[src/rtl/bcd_updown_counter_multi.sv]
// rtl/bcd_updown_counter_multi.sv - multi-decade BCD up/down counter with load, wrap/saturate and event flags
// All decades step in one cycle through a combinational carry/borrow chain.
module bcd_updown_counter_multi #(
  parameter int DIGITS = 4,
  parameter bit WRAP   = 1'b1
) (
  input  logic                  clk,
  input  logic                  reset_n,
  input  logic                  en,
  input  logic                  updown,
  input  logic                  load,
  input  logic [4*DIGITS-1:0]   load_val,
  output logic [4*DIGITS-1:0]   count,
  output logic                  tc,
  output logic                  wrap_evt,
  output logic                  sat,
  output logic                  load_err
);

  logic [4*DIGITS-1:0] r_count;
  logic                r_wrap_evt;
  logic                r_sat;
  logic                r_load_err;

  logic [4*DIGITS-1:0] w_next;
  logic [DIGITS:0]     w_carry;
  logic                w_all9;
  logic                w_all0;
  logic                w_load_ok;
  logic                w_at_bound;

  // w_carry[i] means digit i steps this cycle; an out-of-range digit is forced to 0.
  always_comb begin
    w_all9    = 1'b1;
    w_all0    = 1'b1;
    w_load_ok = 1'b1;
    w_next    = r_count;
    w_carry   = '0;
    w_carry[0] = 1'b1;
    for (int i = 0; i < DIGITS; i++) begin
      if (r_count[4*i +: 4] != 4'd9) w_all9 = 1'b0;
      if (r_count[4*i +: 4] != 4'd0) w_all0 = 1'b0;
      if (load_val[4*i +: 4] > 4'd9) w_load_ok = 1'b0;
      if (r_count[4*i +: 4] > 4'd9) begin
        w_next[4*i +: 4] = 4'd0;
      end else if (w_carry[i]) begin
        if (updown)
          w_next[4*i +: 4] = (r_count[4*i +: 4] == 4'd9) ? 4'd0 : r_count[4*i +: 4] + 4'd1;
        else
          w_next[4*i +: 4] = (r_count[4*i +: 4] == 4'd0) ? 4'd9 : r_count[4*i +: 4] - 4'd1;
      end
      w_carry[i+1] = w_carry[i] &&
                     (updown ? (r_count[4*i +: 4] == 4'd9) : (r_count[4*i +: 4] == 4'd0));
    end
  end

  assign w_at_bound = updown ? w_all9 : w_all0;

  always_ff @(posedge clk or negedge reset_n) begin
    if (!reset_n) begin
      r_count    <= '0;
      r_wrap_evt <= 1'b0;
      r_sat      <= 1'b0;
      r_load_err <= 1'b0;
    end else if (load) begin
      r_wrap_evt <= 1'b0;
      if (w_load_ok) begin
        r_count    <= load_val;
        r_sat      <= 1'b0;
        r_load_err <= 1'b0;
      end else begin
        r_load_err <= 1'b1;
      end
    end else if (en) begin
      r_load_err <= 1'b0;
      if (w_at_bound && !WRAP) begin
        r_sat      <= 1'b1;
        r_wrap_evt <= 1'b0;
      end else begin
        r_count    <= w_next;
        r_sat      <= 1'b0;
        r_wrap_evt <= w_at_bound;
      end
    end else begin
      r_wrap_evt <= 1'b0;
      r_load_err <= 1'b0;
    end
  end

  assign count    = r_count;
  assign tc       = en & w_at_bound;
  assign wrap_evt = r_wrap_evt;
  assign sat      = r_sat;
  assign load_err = r_load_err;

endmodule

[config.mk]
export PLATFORM = sky130hd
export DESIGN_NAME = bcd_updown_counter_multi
export DESIGN_NICKNAME = d
export VERILOG_FILES = /design/src/rtl/bcd_updown_counter_multi.sv
export SDC_FILE = /design/constraint.sdc
export NUM_CORES = 1
export LEC_CHECK = 0
export ABC_AREA = 1
export BUFFER_PORTS_ARGS = -buffer_cell sky130_fd_sc_hd__buf_2
export CAP_MARGIN = 10
export CORE_ASPECT_RATIO = 0.8
export CORE_MARGIN = 2
export CORE_UTILIZATION = 49
export DETAILED_ROUTE_END_ITERATION = 16
export PLACE_DENSITY = 0.86
export SLEW_MARGIN = 20
export SYNTH_ARGS = -nofsm -noshare
export SYNTH_HDL_FRONTEND = slang
export SYNTH_SLANG_ARGS = --single-unit
[constraint.sdc]
create_clock -name clk -period 1.6 [get_ports clk]
set_clock_uncertainty 0.1 [all_clocks]
set_input_delay 0.24 -clock clk [delete_from_list [all_inputs] [get_ports clk]]
set_output_delay 0.24 -clock clk [all_outputs]
set_load 0.01 [all_outputs]
## Word-level counts from Yosys, hierarchy flattened

Cells that the tools add are included.

| word-level totals | value |
|---|---|
| register bits after elaboration | 19 |
| input port bits | 21 |
| output and inout bits | 20 |
| logic and storage cells | 96 |

| operators by class | value |
|---|---|
| $add $sub $neg | 8 |
| order comparisons | 8 |
| equality and inequality tests | 9 |
| mux-type cells | 45 |
| bitwise logic cells | 1 |
| reductions and logical operators | 18 |

Operators by type and width:

| kind | number |
|---|---|
| $mux W4 | 19 |
| $mux W16 | 3 |
| $gt A4 B4 Y1 const B | 8 |
| $mux W1 | 23 |
| $add A4 B1 Y4 const B | 4 |
| $eq A4 B4 Y1 const B | 4 |
| $logic_not A4 Y1 | 4 |
| $ne A4 B4 Y1 const B | 4 |
| $reduce_bool A4 Y1 | 4 |
| $sub A4 B1 Y4 const B | 4 |
| $reduce_and A3 Y1 | 3 |
| $reduce_bool A3 Y1 | 3 |
| $logic_and A1 B1 Y1 | 2 |
| $ne A2 B1 Y1 const B | 1 |
| $reduce_and A2 Y1 | 1 |
| $reduce_bool A2 Y1 | 1 |
| $and A1 B1 Y1 | 1 |

## Depth between registers and ports, before layout

| logic depth | value |
|---|---|
| word-level depth | 8 |
| mapped depth | 11 |
| mapped depth without buffers | 11 |

## Worst setup path after synthesis

OpenSTA, ideal clock, no wires.

| timing path | value |
|---|---|
| kind | flip-flop to output port |
| from | reg r_count[8] (netlist: count[8]) |
| to | out tc |
| data arrival time | 1.365 ns |
| data required time | 1.260 ns |
| slack | -0.105 ns |
| cell stages (with the launch flop) | 11 |
| buffers on the path | 0 |
| cell sequence | dfrtp_1 > inv_1 > ha_1 > nand2_4 > nor2_1 > nand2_2 > nor2_1 > nand2_1 > nand2_1 > nand2_1 > inv_1 |

| on the way | value |
|---|---|
| cells in the longest elaborated chain, start to end | 5 |
| elaborated cells between the ends (all ways) | 8 |
| those cells by class | eq/ne: 1; mux: 5; bitwise: 1; reduce/logical: 1 |

Ends and longest elaborated chain:

| what | RTL line | text |
|---|---|---|
| start, declared | 20 | `logic [4*DIGITS-1:0] r_count;` |
| start signal, assigned | 68 | `r_count <= load_val;` |
| start signal, assigned | 80 | `r_count <= w_next;` |
| $ne A4 B4 Y1 / $reduce_bool A4 Y1 (equally long branches) | 41, 42 |  |
| $mux W1 (on tied branches) (2 in series) | 41, 42 |  |
| $mux W1 * | 57 | `assign w_at_bound = updown ? w_all9 : w_all0;` |
| $and A1 B1 Y1 * | 91 | `assign tc = en & w_at_bound;` |
| end, declared | 14 | `output logic tc,` |

Mark *: on every way between the ends. The rest lies on a longest branch, timed or not.

## Final worst setup path

| timing path | value |
|---|---|
| from | reg r_count[15] (netlist: count[15]) |
| to | out tc |

| on the way | value |
|---|---|
| cells in the longest elaborated chain, start to end | 4 |
| elaborated cells between the ends (all ways) | 6 |
| those cells by class | eq/ne: 1; mux: 3; bitwise: 1; reduce/logical: 1 |

Ends and longest elaborated chain:

| what | RTL line |
|---|---|
| $ne A4 B4 Y1 / $reduce_bool A4 Y1 (equally long branches) | 41, 42 |
| $mux W1 (on tied branches) | 41, 42 |
| $mux W1 * | 57 |
| $and A1 B1 Y1 * | 91 |

Marked as above.

==> impl_metrics.toml <==
[floorplan]
fp-row-count = 19
core_region_area_um2 = 3450
ios = 41
die_y_um = 57.6
initial_utilization = 0.511
die_x_um = 71.0
die_area_um2 = 4090

[global_route]
grt_use_met1 = 0.364
antenna_found_initial = 0
top_usage_layer = "met2"
grt_pass1_wl_um = 8530
grt_start_max_net_pins = 19
grt_pass1_vias = 1916
grtUsageMet3 = 0.0661
grt_usage = 0.261
grt_overflow = 0
grtUsageMet2 = 0.422

[synth]
syn_avg_cell_area_um2 = 5.87
ys_seq_area_frac = 0.256
ys_types = 26
syn-num-nets = 325
syn_inst = 300
syn-cell-area_um2 = 1760
ys_ff_latch = 18
yosys_warnings = 0

[place]
place_area_um2 = 2220
placed_cells = 405
io_buffer_count = 39
post-place-ws_ns = -0.0454
dp_hpwl_um = 3910
gp_congestion = 0.909

[sta]
drv_slew = 0
finalSetupViolCount = 9
min_period_ns = 1.89
setup_ws_ns = -0.286
rsz0062_at_grt = "true"
min_period_over_period = 1.18
max_freq_ghz = 0.530
hold_ws_ns = 0.120
hold_viol_final = 0
fin_tns_setup_ns = -1.07

[routing]
drt_iter0_markers = 282
firstDrtPassIters = 5
routed_wl_um = 5270
ant_nets = 0
vias = 2179
viasPerCell = 5.23
drc_errors = 0
wl_per_cell_um = 12.6

[power]
power_leakage_nw = 1.37
p_per_area_nw_per_um2 = 1570
power_mw = 3.78
ir_worst_vdd_mv = 0.935

[layout]
diodes = 0
finalNetCount = 401
stdcell_count = 417
layout_common_cells = "nand2_1 (124), buf_2 (39), buf_4 (37), nand3_1 (26), nor2_1 (22)"
final_common_cell = "nand2_1"
utilization = 0.700
fill_cells = 284
fin_area_um2 = 2410
area_growth_pct = 36.9
drive_gt1_frac = 0.341

[worst_setup_path]
critical_path_class = "reg -> out"
r2r_slack_ns = -0.12
worstPathRequired_ns = 1.26
endpoint_kind = "output port"
rr_startpoint = "count[9]"
start_kind = "register"
reg2reg_depth = 12
r2r-end = "count[14]"
crit_path_max_fanout = 4
worstPathArrival_ns = 1.55

[cts]
clock_path_buffers = 2
cts_sinks = 18
clkSlewWorstSetupHoldPaths_ns = 0.07
root_buffer = "clkbuf_8"
htreeDepth = 1
numCtsBuffers = 3
cts_tree = "built"
insertion_delay_ns = 0.26

[flow_run]
maxCapViolCount = 0

[min_path]
whs_path_depth = 3
hold_class = "in -> reg"
worstHoldStart = "en"
min_to = "wrap_evt"

[outcome]
status = "complete, but fails checks"
violations = "setup timing"
final cells by class:
type                    count  area [um2]  share of cell area
clock buffers               4        55.1              0.0228
inverters                  28         113              0.0467
multi-input cells         246        1230               0.511
flip-flops and latches     18         453               0.188
well taps                  42        52.6              0.0218
repair buffers             79         505               0.210
how the worst max path moves through the flow:
stage                         start        end  slack, ns
after CTS                  count[9]         tc      -0.26
after detailed placement   count[9]  count[11]      -0.05
after global placement     count[9]         tc     -0.004
after global routing       count[5]         tc      -0.37
after floorplan            count[9]  count[15]      0.004
final                     count[15]         tc      -0.29
synthesized netlist by cell type:
cell	n	area, um2
nand3b_1	1	7.51
buf_2	5	25.0
nand2_4	7	78.8
o21ai_2	1	8.76
clkinv_4	1	8.76
nor2_4	3	33.8
dfrtp_1	18	450
nor2_1	26	97.6
or2_2	1	6.26
inv_2	5	18.8
ha_1	4	50.1
clkbuf_1	1	3.75
buf_1	1	3.75
a21oi_1	3	15.0
o21ai_0	21	105
o21ai_1	5	25.0
nand3_2	1	10.0
o211ai_1	3	22.5
conb_1	1	3.75
nand4_1	4	25.0
nand2_2	7	43.8
nand3_1	26	130
nand2_1	131	492
nor2_2	1	6.26
inv_1	22	82.6
buf_4	1	7.51
sequential cells by signal, indices dropped and copies added (netlist names):
register / cells
wrap_evt: 1
count: 16
load_err: 1
critical path: stages (launching register included):
cell and delay [ns]:
dfrtp_1 0.42, buf_4 0.15, nor2_1 0.11, nand2_1 0.13
nor2_1 0.13, nand2_1 0.07, nand2_2 0.07, nand2_2 0.05
inv_1 0.04, buf_2 0.11
layer usage:
metal	vias to the layer above	share of wire
li1	1097	-
met1	960	0.43
met2	118	0.46
met3	4	0.098
met4	0	0.0032
met5	-	0
kinds of logic (layout without fill, tap and decap cells):
logic type / count (synthesis) / count (layout) / share of synthesized area
flops: 18 / 18 / 0.256
simple gates: 208 / 208 / 0.528
buf+inv: 36 / 111 / 0.0852
other cells: 1 / 1 / 0.00213
fa+ha+maj: 4 / 4 / 0.0284
compound gates: 33 / 33 / 0.100
repair_timing:
action                                 4_1_cts  5_1_grt
endpoints found under the hold margin       18        0
hold buffers                                 1        0
setup buffers                                4        3
gates resized for setup                      7       15
setup endpoints to repair                    9       14
pin swaps                                    5        9
report_power, final:
| part | internal [mW] | switching [mW] |
|---|---|---|
| clock network | 0.219 | 0.167 |
| registers | 0.624 | 0.169 |
| logic | 1.10 | 1.50 |
No activity file was read; power rests on OpenSTA's default activity.
